## src/rtl/ship_motion_unit.sv

```systemverilog
// Ship position register with tap and hold-to-repeat motion control.
// Moves saturate at the configured bounds and report moved or blocked pulses.
module ship_motion_unit #(
  parameter int X_W           = 10,
  parameter int Y_W           = 9,
  parameter int X_INIT        = 160,
  parameter int Y_INIT        = 195,
  parameter int X_MIN         = 5,
  parameter int X_MAX         = 305,
  parameter int Y_MIN         = 5,
  parameter int Y_MAX         = 225,
  parameter int STEP          = 5,
  parameter int HOLD_DELAY    = 25000000,
  parameter int REPEAT_PERIOD = 5000000,
  parameter int CNT_W         = 25
) (
  input  logic           CLOCK_50,
  input  logic           reset,
  input  logic           new_game,
  input  logic           game_playing,
  input  logic           up,
  input  logic           down,
  input  logic           left,
  input  logic           right,
  output logic [X_W-1:0] pos_x,
  output logic [Y_W-1:0] pos_y,
  output logic           move_strobe,
  output logic           blocked,
  output logic [3:0]     dir_active
);

  typedef enum logic [1:0] {IDLE, HELD, REPEAT} state_t;

  localparam logic [CNT_W-1:0] HOLD_LAST   = CNT_W'(HOLD_DELAY - 1);
  localparam logic [CNT_W-1:0] REPEAT_LAST = CNT_W'(REPEAT_PERIOD - 1);
  localparam logic [X_W-1:0]   X_INIT_P    = X_W'(X_INIT);
  localparam logic [Y_W-1:0]   Y_INIT_P    = Y_W'(Y_INIT);
  localparam logic [X_W:0]     X_MIN_E     = (X_W+1)'(X_MIN);
  localparam logic [X_W:0]     X_MAX_E     = (X_W+1)'(X_MAX);
  localparam logic [Y_W:0]     Y_MIN_E     = (Y_W+1)'(Y_MIN);
  localparam logic [Y_W:0]     Y_MAX_E     = (Y_W+1)'(Y_MAX);

  state_t           state_q, state_d;
  logic [CNT_W-1:0] cnt_q, cnt_d;
  logic [3:0]       dir_q, dir_d;
  logic [X_W-1:0]   pos_x_q, pos_x_d;
  logic [Y_W-1:0]   pos_y_q, pos_y_d;
  logic             move_strobe_q, move_strobe_d;
  logic             blocked_q, blocked_d;
  logic             issue_move;
  logic             key_held;
  logic             at_bound;
  logic [X_W:0]     x_dec, x_inc;
  logic [Y_W:0]     y_dec, y_inc;

  assign key_held = |(dir_q & {up, down, left, right});

  always_ff @(posedge CLOCK_50) begin
    if (reset) begin
      state_q       <= IDLE;
      cnt_q         <= '0;
      dir_q         <= '0;
      pos_x_q       <= X_INIT_P;
      pos_y_q       <= Y_INIT_P;
      move_strobe_q <= 1'b0;
      blocked_q     <= 1'b0;
    end else begin
      state_q       <= state_d;
      cnt_q         <= cnt_d;
      dir_q         <= dir_d;
      pos_x_q       <= pos_x_d;
      pos_y_q       <= pos_y_d;
      move_strobe_q <= move_strobe_d;
      blocked_q     <= blocked_d;
    end
  end

  always_comb begin
    state_d    = state_q;
    cnt_d      = cnt_q;
    dir_d      = dir_q;
    issue_move = 1'b0;
    if (new_game) begin
      state_d = IDLE;
      cnt_d   = '0;
      dir_d   = '0;
    end else begin
      case (state_q)
        IDLE: begin
          if (game_playing && (up || down || left || right)) begin
            state_d = HELD;
            cnt_d   = '0;
            if (up)        dir_d = 4'b1000;
            else if (down) dir_d = 4'b0100;
            else if (left) dir_d = 4'b0010;
            else           dir_d = 4'b0001;
          end
        end
        HELD: begin
          if (!game_playing) begin
            state_d = IDLE;
            dir_d   = '0;
          end else if (!key_held) begin
            issue_move = 1'b1;
            state_d    = IDLE;
            dir_d      = '0;
          end else if (cnt_q == HOLD_LAST) begin
            issue_move = 1'b1;
            cnt_d      = '0;
            state_d    = REPEAT;
          end else begin
            cnt_d = cnt_q + 1'b1;
          end
        end
        REPEAT: begin
          // Releasing during auto-repeat never produces a trailing step.
          if (!game_playing || !key_held) begin
            state_d = IDLE;
            dir_d   = '0;
          end else if (cnt_q == REPEAT_LAST) begin
            issue_move = 1'b1;
            cnt_d      = '0;
          end else begin
            cnt_d = cnt_q + 1'b1;
          end
        end
        default: begin
          state_d = IDLE;
          dir_d   = '0;
        end
      endcase
    end
  end

  always_comb begin
    // One extra bit keeps a decrement below zero visible as the top bit.
    x_dec = {1'b0, pos_x_q} - (X_W+1)'(STEP);
    if (x_dec[X_W] || (x_dec < X_MIN_E)) x_dec = X_MIN_E;
    x_inc = {1'b0, pos_x_q} + (X_W+1)'(STEP);
    if (x_inc > X_MAX_E) x_inc = X_MAX_E;
    y_dec = {1'b0, pos_y_q} - (Y_W+1)'(STEP);
    if (y_dec[Y_W] || (y_dec < Y_MIN_E)) y_dec = Y_MIN_E;
    y_inc = {1'b0, pos_y_q} + (Y_W+1)'(STEP);
    if (y_inc > Y_MAX_E) y_inc = Y_MAX_E;

    pos_x_d       = pos_x_q;
    pos_y_d       = pos_y_q;
    move_strobe_d = 1'b0;
    blocked_d     = 1'b0;
    at_bound      = 1'b0;
    if (new_game) begin
      pos_x_d = X_INIT_P;
      pos_y_d = Y_INIT_P;
    end else if (issue_move) begin
      case (dir_q)
        4'b1000: begin
          at_bound = ({1'b0, pos_y_q} == Y_MIN_E);
          pos_y_d  = y_dec[Y_W-1:0];
        end
        4'b0100: begin
          at_bound = ({1'b0, pos_y_q} == Y_MAX_E);
          pos_y_d  = y_inc[Y_W-1:0];
        end
        4'b0010: begin
          at_bound = ({1'b0, pos_x_q} == X_MIN_E);
          pos_x_d  = x_dec[X_W-1:0];
        end
        default: begin
          at_bound = ({1'b0, pos_x_q} == X_MAX_E);
          pos_x_d  = x_inc[X_W-1:0];
        end
      endcase
      move_strobe_d = !at_bound;
      blocked_d     = at_bound;
    end
  end

  assign pos_x       = pos_x_q;
  assign pos_y       = pos_y_q;
  assign move_strobe = move_strobe_q;
  assign blocked     = blocked_q;
  assign dir_active  = dir_q;

endmodule

```

## config.mk

```make
export PLATFORM = sky130hd
export DESIGN_NAME = ship_motion_unit
export DESIGN_NICKNAME = d
export VERILOG_FILES = /design/src/rtl/ship_motion_unit.sv
export SDC_FILE = /design/constraint.sdc
export NUM_CORES = 1
export LEC_CHECK = 0
export BUFFER_PORTS_ARGS = -buffer_cell sky130_fd_sc_hd__buf_4
export CORE_ASPECT_RATIO = 1.1
export CORE_MARGIN = 2
export CORE_UTILIZATION = 45
export CTS_BUF_LIST = sky130_fd_sc_hd__clkbuf_16
export CTS_CLUSTER_SIZE = 10
export DETAILED_ROUTE_END_ITERATION = 6
export SLEW_MARGIN = 20
export SYNTH_ARGS = -nofsm -noshare
export SYNTH_HDL_FRONTEND = slang
export SYNTH_SLANG_ARGS = --single-unit
```

## constraint.sdc

```tcl
create_clock -name CLOCK_50 -period 6.3 [get_ports CLOCK_50]
set_input_delay 0 -clock CLOCK_50 [delete_from_list [all_inputs] [get_ports CLOCK_50]]
set_output_delay 0 -clock CLOCK_50 [all_outputs]
set_load 0.01 [all_outputs]
```

==> qor.csv, run 1 <==
metric;value;unit
outcome;completed;
clk buf depth;2;
largest net degree at the start of global routing;25;
CTS Buf Count;5;
Final min period;3060;ps
detailed-route via count;3927;
most frequent cells in the layout;nor2_1, dfxtp_1, o21ai_0;
synthesized flop and latch total;52;
final hold violations;0;
Netlist cell types;74;
data arrival time of the critical path;3280;ps
Rows;35;
clock sink count;52;
peak fanout along the critical path;15;
most common flop cell mapped by yosys;dfxtp_1;
Hold Path End;dir_active[3];
Setup Fix Bufs, Post-CTS;0;
total negative slack;0;ps
Initial Util;46.8;%
Reg2Reg Setup Slack;3240;ps
Critical Setup Path Class;reg2reg;
max cap viols;0;
CTS tree;done;
Hold Path Class;in2reg;
chip height;102;µm
fill cell count;827;
worst slew pin tran;816;ps
Lkg Pwr;1.56;nW
Worst Path Required;6520;ps
clock latency on the worst-skew pair;290;ps
syn_nets;552;
area leader, netlist;dfxtp_1;
number of synthesized flops with an enable pin;0;
final hold slack;12.6;ps
PwrDens;147;mW/mm²
Yosys Warn Count;0;
fmax;0.327;GHz
DR vias/cell;6.05;
R2R depth;8;
start point of the worst hold path;up;
CTS root buf;clkbuf_16;
GRT Total Usage;22.7;%
Worst R2R Start;pos_y[0];
clock skew;5.46;ps
vias in the first global route;3585;
1st-iter DRT viols;190;
period utilization;48.5;%
Final nets;559;
CP Capture Type;register;
die width;93.4;µm
DRC Markers;0;
Cells after Synth;531;
Antenna diodes;0;
share of cells above drive strength 1;11.9;%
detailed placement HPWL;7500;µm
WL per Instance;16.4;µm
full die area;0.00956;mm²
commonest non-fill, non-tap cell in the layout;nor2_1;
r2r endpoint;pos_y[2];
H-tree depth;2;
RD Place Congestion;0.945;
first-pass GRT wire length;17700;µm
async set or reset register ratio after synthesis;0;%
total length of routed wires;10600;µm
Worst-path clk slew;70;ps
final worst-path setup slack;3240;ps
syn_area_per_cell;7.46;µm²
area grow syn2layout;10.2;%
worst hold stages;3;
CP Launch Type;register;
slew margin rel.;45.3;%
synth top area cells;dfxtp_1, nor2_1, o21ai_0;
Resized Gates After CTS;0;
initial antenna violation count;0;
Post-Syn Area;0.00396;mm²
register area;0.00104;mm²
maximum vdd drop;0.115;mV
sequential element share of the synthesized area;26.3;%
iteration count of the initial detailed-routing pass;5;
RSZ-0062 raised after global routing;no;
max-slew violation count;0;
CORE AREA;0.00845;mm²
IO buf count;32;
post-route ant nets;0;
multi-input logic area;0.00271;mm²
share of the synthesized area in the top cell type;26.3;%
I/O pin count;33;
Final setup viols;0;
setup slack at placement;3250;ps
grt ovf;0;
[what timing repair did]
item / 4_1_cts / 5_1_grt
endpoints found under the setup margin: 0 / 0
hold buffers: 1 / 0
hold endpoints to repair: 2 / 0
[per-layer routing]
| metal | vias to the layer above | part of all wire [%] | track usage [%] |
|---|---|---|---|
| met5 | - | 0 | 0 |
| met4 | 0 | 0.97 | 4.41 |
| met3 | 13 | 4.4 | 3.17 |
| met2 | 90 | 50 | 40.3 |
| met1 | 1852 | 44 | 29.6 |
| li1 | 1972 | - | - |
[area by class of cell]
class,instances,share of cell area (%)
inverters,20,1.72
clock buffers,5,2.87
well taps,111,3.18
flip-flops and latches,52,23.9
clock inverters,2,0.287
repair buffers,35,6.08
multi-input cells,424,62.0
[worst max-delay path by stage]
stage	start	endpoint	slack, ps	cells past startpoint
after global placement	cnt_q[0]	cnt_q[2]	3280	8
after detailed placement	cnt_q[0]	cnt_q[12]	3250	8
final	pos_y[0]	pos_y[2]	3240	8
after CTS	cnt_q[0]	cnt_q[5]	3250	8
after floorplan	pos_y[0]	pos_y[3]	3780	10
after global routing	pos_y[0]	pos_y[4]	2970	8
[registers in the layout, summed over array words and instances, names as in the netlist]
register,flops
move_strobe,1
pos_y,9
pos_x,10
cnt_q,25
blocked,1
dir_active,4
state_q,2
[synthesized netlist by cell type, drive strengths merged, types with 6 or more instances]
| cell | instances |
|---|---|
| nor3 | 22 |
| and3 | 9 |
| xor2 | 15 |
| o211ai | 7 |
| nor2 | 57 |
| clkbuf | 29 |
| dfxtp | 52 |
| nand3 | 27 |
| nor3b | 7 |
| nand4 | 9 |
| or4 | 6 |
| ha | 13 |
| nand2b | 7 |
| o21ai | 44 |
| a21oi | 30 |
| a31oi | 9 |
| nand2 | 40 |
| nor2b | 7 |
| buf | 6 |
| nor4 | 7 |
| inv | 20 |
| xnor2 | 11 |
[worst max-delay path: stages (launching register included)]
cell and delay, ps:
dfxtp_1 600, ha_1 330, o2111ai_1 220, nor2_1 270, mux2_2 360, a211oi_1 620
a22oi_1 160, a22o_1 280, a31oi_1 140
[power by group]
| group | switching [mW] | internal [mW] |
|---|---|---|
| Combinational | 0.0251 | 0.0140 |
| Clock | 0.124 | 0.145 |
| Sequential | 0.00225 | 0.330 |
[per-stage QoR]
step | utilization (%) | power (mW) | instance area (µm²) | cells
final | 51.6 | 0.640 | 4360 | 649
after global routing | 51.6 | 0.663 | 4360 | 649
after CTS | 51.6 | 0.646 | 4360 | 649
after detailed placement | 49.8 | 0.378 | 4210 | 641
after global placement | 49.8 | 0.378 | 4210 | 641
after floorplan | - | 0.365 | 3960 | 531
[logic make-up after synthesis]
logic type      share of synthesized area, %
compound gates                          25.2
xor+xnor                                5.75
fa+ha+maj                               4.11
buf+inv                                 5.50
flops                                   26.3
mux                                     1.86
simple gates                            31.3
Note: power is estimated with default switching activity, not from simulation.
==> inputs of run 2 (changes only) <==
==> constraint.sdc (replaced) <==
create_clock -name CLOCK_50 -period 3.05 [get_ports CLOCK_50]
set_input_delay 0 -clock CLOCK_50 [delete_from_list [all_inputs] [get_ports CLOCK_50]]
set_output_delay 0 -clock CLOCK_50 [all_outputs]
set_load 0.01 [all_outputs]
==> qor.csv, run 2 (same netlist as run 1, synthesis figures left out) <==
metric;value;unit;change
GRT Total Usage;23.7;%;+1.0 points
share of cells above drive strength 1;14.6;%;+2.7 points
data arrival time of the critical path;3020;ps;-260 ps
final instance area;0.00452;mm²;+3.5%
max-slew violation count;0;;unchanged
most used cell, CP;o211ai_1;;
grt ovf;0;;unchanged
peak fanout along the critical path;12;;-3
chip height;102;µm;unchanged
Setup Fix Bufs, Post-CTS;0;;unchanged
maximum vdd drop;0.289;mV;+150%
Final setup viols;0;;unchanged
max cap viols;0;;unchanged
initial antenna violation count;0;;unchanged
PwrDens;314;mW/mm²;+110%
detailed-route via count;4066;;+3.5%
Worst Path Required;3230;ps;-3290 ps
CP Capture Type;register;;
Final nets;576;;+3.0%
vias in the first global route;3827;;+6.8%
Biggest register;cnt_q;;
Rows;35;;unchanged
Final min period;2840;ps;-219 ps
CTS root buf;clkbuf_16;;
clk buf depth;2;;unchanged
Hold Path Class;in2reg;;
total negative slack;0;ps;unchanged
CTS Buf Count;5;;unchanged
full die area;0.00956;mm²;unchanged
DRC Markers;0;;unchanged
Antenna diodes;0;;unchanged
area grow syn2layout;14.1;%;
CP max-delay cell;dfxtp_1;;
Clk pwr share;45.7;%;+3.7 points
critical path cell sequence;inv_1 -> ha_1 -> nand2_1 -> a211oi_1 -> o2111ai_1 -> o21bai_1 -> o211ai_1 -> o211ai_1 -> a21oi_1;;
CORE AREA;0.00845;mm²;unchanged
slew margin rel.;48.6;%;+3.2 points
first-pass GRT wire length;18300;µm;+3.7%
Crit path largest cell delay;540;ps;-80 ps
clock sink count;52;;unchanged
dpl cells;658;;+2.7%
CP top delay family;compound AO/OA/AOI/OAI gates;;
DR vias/cell;6.10;;+0.75%
total length of routed wires;11200;µm;+5.0%
fmax;0.352;GHz;+7.7%
1st-iter DRT viols;274;;+44%
combinational group share of total power;6.0;%;about the same
Tot Pwr;1.42;mW;+120%
number of buffers and inverters on the critical path;1;;+1
commonest non-fill, non-tap cell in the layout;nor2_1;;
placed standard-cell area;0.00434;mm²;+3.0%
Largest register FFs;25;;unchanged
clock skew;6.24;ps;+0.783 ps
Cell Count, Final, Fillers Out;667;;+2.8%
RSZ-0062 raised after global routing;no;;
iteration count of the initial detailed-routing pass;5;;unchanged
Initial Util;46.8;%;unchanged
sw power;320;µW;+110%
period utilization;93.1;%;+45 points
Int Pwr;1.10;mW;+130%
post-route ant nets;0;;unchanged
H-tree depth;2;;unchanged
largest net degree at the start of global routing;25;;unchanged
final hold violations;0;;unchanged
RD Place Congestion;0.950;;+0.57%
most frequent cells in the layout;nor2_1, dfxtp_1, buf_4;;
detailed placement HPWL;8120;µm;+8.3%
I/O pin count;33;;unchanged
WL per Instance;16.7;µm;+2.2%
CTS tree;done;;
Lkg Pwr;1.66;nW;+6.5%
outcome;completed;;
Critical Setup Path Class;reg2reg;;
sw frac;22.6;%;-1.1 points
clock latency on the worst-skew pair;290;ps;about the same
Reg power frac;48.2;%;-3.7 points
Worst-path clk slew;70;ps;about the same
die width;93.4;µm;unchanged
worst slew pin tran;768;ps;-48.2 ps
CP Launch Type;register;;
IO buf count;32;;unchanged
run 2: cell count changes in the layout (fill, tap and decap cells not counted), sizes merged:
cell,before,now
clkinv,1,2
bufinv,0,1
clkinvlp,1,0
buf,34,51
run 2: area by class of cell:
cell class	count	area (µm²)
multi-input combinational	424	2700
fill	826	3940
clock buffer	5	125
tap	111	139
sequential	52	1040
clock inverter	3	42.5
timing repair buffer	52	393
inverter	20	75.1
run 2: per-layer routing:
metal	up-vias	wire (µm)	share of wire [%]	track usage (%)
met3	16	601	5.4	2.95
met5	-	0	0	0
li1	2008	-	-	-
met4	0	163	1.5	7.24
met1	1906	4910	44	30.7
met2	136	5490	49	41.3
run 2: worst min-delay path, delay by kind of cell:
family | cells | cell delay [ps]
buffers and inverters | 1 | 120
and+or+nand+nor | 1 | 70
AOI/OAI and AO/OA | 1 | 60
run 2: worst paths after layout:
| path | from | end | slack (ps) | cells past startpoint |
|---|---|---|---|---|
| worst max register to register | pos_x[1] | pos_x[3] | 210 | 9 |
| worst max-delay path | pos_x[1] | pos_x[3] | 210 | 9 |
| worst min-delay path | up | dir_active[3] | 10 | 3 |
| worst min register to register | cnt_q[7] | cnt_q[7] | 470 | 2 |
run 2: repair_timing:
action                                  in CTS  in global routing
resized for setup                            0                  1
hold buffers                                 1                  0
hold endpoints to repair                     2                  0
endpoints found under the setup margin       0                  1
run 2: power by group through the flow:
stage          clock network [mW]  logic (mW)  registers (mW)
2_1_floorplan                   0      0.0527           0.701
3_3_place_gp                    0      0.0835           0.701
3_5_place_dp                    0      0.0845           0.701
4_1_cts                     0.659      0.0857           0.685
5_1_grt                     0.686      0.0975           0.686
6_report                    0.650      0.0857           0.685
run 2: stage by stage:
step                setup slack [ps]  util [%]  hold slack, ps
floorplan                        528         -            76.1
global placement                 347      51.3             212
detailed placement               305      51.3             206
CTS                              278      53.4            11.5
global route                    5.53      53.4            20.4
finish                           210      53.4            12.5
